<file path="src/rtl/seg7_scan_driver_if.sv">
// Display-stage bus for seg7_scan_driver: result-word capture on the input side,
// multiplexed seven-segment drive and frame status on the output side.
interface seg7_scan_driver_if;
  logic [31:0] data_in;
  logic        data_valid;
  logic [7:0]  digit_en;
  logic [6:0]  seg;
  logic [7:0]  ans;
  logic        frame_done;
  logic        pending;

  modport master (
    output data_in, data_valid, digit_en,
    input  seg, ans, frame_done, pending
  );

  modport slave (
    input  data_in, data_valid, digit_en,
    output seg, ans, frame_done, pending
  );
endinterface

</file>
<file path="src/rtl/seg7_scan_driver.sv">
// Frame-synchronous 8-digit hex scanner for a common-anode seven-segment array.
// Optional LEADING_ZERO_BLANK_EN blanks digits above the most-significant nonzero nibble.
module seg7_scan_driver #(
  parameter int unsigned SCAN_DIV = 100000,
  parameter int unsigned CNT_W    = 17
) (
  input logic             clk,
  input logic             reset,
  seg7_scan_driver_if.slave bus
);

  localparam logic [CNT_W-1:0] CNT_LAST = CNT_W'(SCAN_DIV - 1);

  logic [CNT_W-1:0] cnt_q, cnt_d;
  logic [2:0]       idx_q, idx_d;
  logic [31:0]      pend_data_q, pend_data_d;
  logic             pend_q, pend_d;
  logic [31:0]      disp_q, disp_d;
  logic [6:0]       seg_q, seg_d;
  logic [7:0]       ans_q, ans_d;
  logic             frame_done_q, frame_done_d;

  logic             tick;
  logic             boundary;
  logic [7:0]       show_mask;
  logic [3:0]       nibble;
  logic             lit;

  function automatic logic [6:0] hex_decode(input logic [3:0] n);
    logic [6:0] s;
    unique case (n)
      4'h0: s = 7'h40;  4'h1: s = 7'h79;  4'h2: s = 7'h24;  4'h3: s = 7'h30;
      4'h4: s = 7'h19;  4'h5: s = 7'h12;  4'h6: s = 7'h02;  4'h7: s = 7'h78;
      4'h8: s = 7'h00;  4'h9: s = 7'h10;  4'hA: s = 7'h08;  4'hB: s = 7'h03;
      4'hC: s = 7'h46;  4'hD: s = 7'h21;  4'hE: s = 7'h06;  default: s = 7'h0E;
    endcase
    return s;
  endfunction

`ifdef LEADING_ZERO_BLANK_EN
  // Digit k stays lit if any nibble at or above k is nonzero; digit 0 always lit.
  function automatic logic [7:0] lzb_mask(input logic [31:0] v);
    logic [7:0] m;
    logic       seen;
    m    = 8'h00;
    seen = 1'b0;
    for (int k = 7; k >= 1; k--) begin
      seen = seen | (v[4*k +: 4] != 4'h0);
      m[k] = seen;
    end
    m[0] = 1'b1;
    return m;
  endfunction
`else
  function automatic logic [7:0] lzb_mask(input logic [31:0] v);
    logic unused;
    unused = ^v;
    return 8'hFF;
  endfunction
`endif

  assign tick     = (cnt_q == CNT_LAST);
  assign boundary = tick && (idx_q == 3'd7);

  // NOTE: every signal assigned here gets a default first, so no path leaves it unassigned and no latch is inferred.
  always_comb begin
    cnt_d       = tick ? '0 : cnt_q + 1'b1;
    idx_d       = tick ? idx_q + 3'd1 : idx_q;
    pend_data_d = pend_data_q;
    pend_d      = pend_q;
    disp_d      = disp_q;

    if (boundary) begin
      // A strobe landing on the boundary tick is newer than anything pending.
      if (bus.data_valid) disp_d = bus.data_in;
      else if (pend_q)    disp_d = pend_data_q;
      pend_d = 1'b0;
    end else if (bus.data_valid) begin
      pend_data_d = bus.data_in;
      pend_d      = 1'b1;
    end

    // Outputs are built from next-state so the drive lines up with the index register.
    show_mask    = bus.digit_en & lzb_mask(disp_d);
    nibble       = disp_d[{idx_d, 2'b00} +: 4];
    lit          = show_mask[idx_d];
    ans_d        = lit ? ~(8'b1 << idx_d) : 8'hFF;
    seg_d        = lit ? hex_decode(nibble) : 7'h7F;
    frame_done_d = boundary;
  end

  // NOTE: sequential state uses non-blocking assignments so every register samples pre-edge values.
  always_ff @(posedge clk or negedge reset) begin
    if (!reset) begin
      cnt_q        <= '0;
      idx_q        <= 3'd0;
      pend_data_q  <= 32'h0;
      pend_q       <= 1'b0;
      disp_q       <= 32'h0;
      seg_q        <= 7'h7F;
      ans_q        <= 8'hFF;
      frame_done_q <= 1'b0;
    end else begin
      cnt_q        <= cnt_d;
      idx_q        <= idx_d;
      pend_data_q  <= pend_data_d;
      pend_q       <= pend_d;
      disp_q       <= disp_d;
      seg_q        <= seg_d;
      ans_q        <= ans_d;
      frame_done_q <= frame_done_d;
    end
  end

  assign bus.seg        = seg_q;
  assign bus.ans        = ans_q;
  assign bus.frame_done = frame_done_q;
  assign bus.pending    = pend_q;

endmodule

</file>
<file path="src/flat_wrapper.sv">
// flat-port wrapper written by rule: the top's interface ports become plain ports
module seg7_scan_driver_flat 
#(
  parameter int unsigned SCAN_DIV = 100000,
  parameter int unsigned CNT_W    = 17
)
  (clk, reset, bus_data_in, bus_data_valid, bus_digit_en, bus_seg, bus_ans, bus_frame_done, bus_pending);
  seg7_scan_driver_if bus_i ();
  input logic clk;
  input logic reset;
  input wire logic [$bits(bus_i.data_in)-1:0] bus_data_in;
  input wire logic [$bits(bus_i.data_valid)-1:0] bus_data_valid;
  input wire logic [$bits(bus_i.digit_en)-1:0] bus_digit_en;
  output wire logic [$bits(bus_i.seg)-1:0] bus_seg;
  output wire logic [$bits(bus_i.ans)-1:0] bus_ans;
  output wire logic [$bits(bus_i.frame_done)-1:0] bus_frame_done;
  output wire logic [$bits(bus_i.pending)-1:0] bus_pending;
  assign bus_i.data_in = bus_data_in;
  assign bus_i.data_valid = bus_data_valid;
  assign bus_i.digit_en = bus_digit_en;
  assign bus_seg = bus_i.seg;
  assign bus_ans = bus_i.ans;
  assign bus_frame_done = bus_i.frame_done;
  assign bus_pending = bus_i.pending;
  seg7_scan_driver #(.SCAN_DIV(SCAN_DIV), .CNT_W(CNT_W)) u_core (.clk(clk), .reset(reset), .bus(bus_i));
endmodule
</file>
<file path="config.mk">
export PLATFORM = sky130hd
export DESIGN_NAME = seg7_scan_driver_flat
export DESIGN_NICKNAME = d
export VERILOG_FILES = /design/src/rtl/seg7_scan_driver_if.sv /design/src/rtl/seg7_scan_driver.sv /design/src/flat_wrapper.sv
export SDC_FILE = /design/constraint.sdc
export NUM_CORES = 1
export LEC_CHECK = 0
export CAP_MARGIN = 10
export CORE_ASPECT_RATIO = 0.9
export CORE_MARGIN = 2
export CORE_UTILIZATION = 50
export DETAILED_ROUTE_END_ITERATION = 7
export PLACE_DENSITY = 0.78
export SLEW_MARGIN = 15
export SYNTH_ARGS = -nofsm -noshare
export SYNTH_HDL_FRONTEND = slang
export SYNTH_SLANG_ARGS = --single-unit
</file>
<file path="constraint.sdc">
create_clock -name clk -period 3.6 [get_ports clk]
set_input_delay 0.72 -clock clk [delete_from_list [all_inputs] [get_ports clk]]
set_output_delay 0.72 -clock clk [all_outputs]
set_load 0.02 [all_outputs]
</file>
==> results.json <==
{
  "finClkSkew_ps": 10.7,
  "period_needed_ps": 3440,
  "synth.distinct_cells": 51,
  "r2r_cells": 11,
  "maxSlewViolCount": 0,
  "syn-num-nets": 486,
  "pin_count": 60,
  "cts.clk_slew.worst_paths_ps": 70,
  "layout-drive-gt1-share_pct": 20.9,
  "synth_cells": 434,
  "drv_cap": 0,
  "p_seq_share_pct": 52.5,
  "hpwl_mm": 8.68,
  "die_w_um": 110,
  "grt_pass1_vias": 3899,
  "htree_levels": 3,
  "drc_errors": 0,
  "core_area_um2": 9780,
  "clockRootBuffer": "clkbuf_16",
  "ys_seq_area_share_pct": 50.2,
  "antenna_found_initial": 0,
  "dp.cells": 617,
  "synth.avg_cell_area_um2": 11.7,
  "fill_cells": 768,
  "cts_tree": "done",
  "yosys_warnings": 0,
  "drtAntennaViolNets": 0,
  "total_leakage_power_nw": 2.82,
  "wl_mm": 12.5,
  "slew_headroom_pct": 64.8,
  "die_h_um": 99.5,
  "hold_viol_final": 0,
  "r2r-start": "u_core.cnt_q[0]",
  "grt_use_total_pct": 24.0,
  "grt_pass1_wl_mm": 20.2,
  "drt-pass1-iter-count": 5,
  "yosys_register_bits": 101,
  "required_ps": 3860,
  "rows": 34,
  "swShare_pct": 23.6,
  "viasPerCell": 6.17,
  "synth.top_cell.area_share_pct": 42.5,
  "ys.flop_type": "dfrtp_1",
  "layout_commonest_cell": "dfrtp_1",
  "syn_to_final_growth_pct": 22.0,
  "drt_iter0_drc": 348,
  "p_sw_w": 0.000541,
  "critPathCaptureType": "flip-flop",
  "crit_fanout": 20,
  "hp-class": "in -> async",
  "fin_tns_setup_ps": 0,
  "fmax_mhz": 291,
  "yosys.area.top_type": "dfrtp_1",
  "ctsLongestPathBuffers": 2,
  "synth.area.top_cells": "dfrtp_1, dfstp_2, mux2_2",
  "worst_slew_pin_slew_ps": 528,
  "grt_max_degree": 102,
  "cp-startpoint": "u_core.cnt_q[0]",
  "insertion_delay_ps": 350,
  "post_cts.repair.setup_buffers": 0,
  "clkPwrFrac_pct": 40.1,
  "final_cells": 633,
  "rsz0062_at_grt": "false",
  "via_count": 3907,
  "synthArstFlopShare_pct": 100,
  "rr_endpoint": "u_core.bus.seg[0]",
  "portBuffers": 59,
  "ir_worst_vdd_v": 0.000253,
  "die-area_um2": 11000,
  "setup_viol": 0,
  "regToRegSetupSlack_ps": 160,
  "place_congestion": 0.866,
  "arrival_ps": 3710,
  "power.internal_w": 0.00175,
  "worstSetupPathType": "reg -> reg",
  "cp-endpoint": "u_core.bus.seg[0]",
  "synth_area_um2": 5070,
  "fin_nets": 554,
  "grt-ovfl-total": 0,
  "synth_edf_count": 0,
  "combPwrFrac_pct": 7.4,
  "powerDensity_nw_per_um2": 371,
  "clkSinkCount": 101,
  "layout_common_cells": "dfrtp_1, clkdlybuf4s50_1, nand2_1, mux2_2, buf_4",
  "start_util_pct": 51.8,
  "cp-start-kind": "flip-flop",
  "min_period_over_period_pct": 95.6,
  "insertedDiodeCount": 0,
  "wl_per_cell_um": 19.7,
  "status": "complete, no violations",
  "cts_buffers": 9
}
-- layout make-up --
cell class | instances | area, µm² | area share, %
repair buffers | 83 | 793 | 12.8
inverters | 16 | 63.8 | 1.03
flip-flops and latches | 101 | 2550 | 41.2
well taps | 126 | 158 | 2.55
clock inverters | 7 | 57.6 | 0.931
multi-input cells | 291 | 2340 | 37.8
clock buffers | 9 | 225 | 3.64
-- metal layers --
metal	up-vias	GRT usage, %	wire, µm
met5	-	0	0
met1	1981	32.9	5500
li1	1770	-	-
met3	11	6.16	763
met4	0	5.87	158
met2	145	38.4	6070
-- synth_stat cells (all sizes together), types with 9 or more instances --
cell,n
dfrtp,86
nand2,34
mux2,33
nand3,21
a22oi,19
nor2,18
and2,16
buf,15
dfstp,15
inv,14
a32oi,13
a41o,13
clkbuf,11
and4,9
ha,9
o21ai,9
-- registers in the layout, indices dropped and copies added, names as in the netlist --
register,count
u_core.bus.ans,8
u_core.bus.frame_done,1
u_core.bus.pending,1
u_core.bus.seg,7
u_core.cnt_q,17
u_core.disp_q,32
u_core.idx_q,3
u_core.pend_data_q,32
-- worst min path at each step --
stage                    startpoint                     to  slack (ps)
global placement    u_core.cnt_q[0]        u_core.cnt_q[0]         470
CTS                           reset       u_core.disp_q[4]         460
global route                  reset        u_core.cnt_q[9]         480
floorplan                     reset  u_core.bus.frame_done         420
detailed placement  u_core.cnt_q[0]        u_core.cnt_q[0]         480
finish                        reset       u_core.cnt_q[11]         420
-- worst max-delay path: stages (launching register included) --
cell and delay [ps]:
dfrtp_1 390, ha_1 210, and4_1 320, and4_2 420, nand2_8 160, buf_4 230
a221o_1 380, mux4_2 490, a2bb2oi_2 200, or2_1 300, o22ai_1 140, o21ai_1 100
-- logic make-up after synthesis --
family	after synthesis	synth area share, %
buf+inv	42	3.97
simple gates	127	14.9
flops	101	50.2
fa+ha+maj	9	2.22
compound gates	95	15.2
xor+xnor	16	2.76
mux	44	10.7
-- what timing repair did --
| item | CTS | global route |
|---|---|---|
| setup endpoints to repair | 1 | 5 |
| hold buffers | 0 | 0 |
| gates resized for setup | 1 | 3 |
-- through the flow --
| stage | util [%] | setup WS (ps) | cell area [µm²] | total power, W | hold slack, ps |
|---|---|---|---|---|---|
| floorplan | - | 342 | 5070 | 0.00128 | 424 |
| global placement | 60.1 | 125 | 5880 | 0.00139 | 475 |
| detailed placement | 60.1 | 22.0 | 5880 | 0.00139 | 482 |
| CTS | 63.0 | 81.3 | 6160 | 0.00231 | 461 |
| global route | 63.2 | 18.7 | 6180 | 0.00238 | 479 |
| finish | 63.2 | 158 | 6180 | 0.00229 | 422 |
-- power groups by stage --
stage	combinational, W	clock, W	sequential [W]
2_1_floorplan	0.0000609	0	0.00122
3_3_place_gp	0.000168	0	0.00122
3_5_place_dp	0.000171	0	0.00122
4_1_cts	0.000173	0.000937	0.00120
5_1_grt	0.000185	0.000988	0.00121
6_report	0.000170	0.000920	0.00120
(Power assumes the default switching activity.)
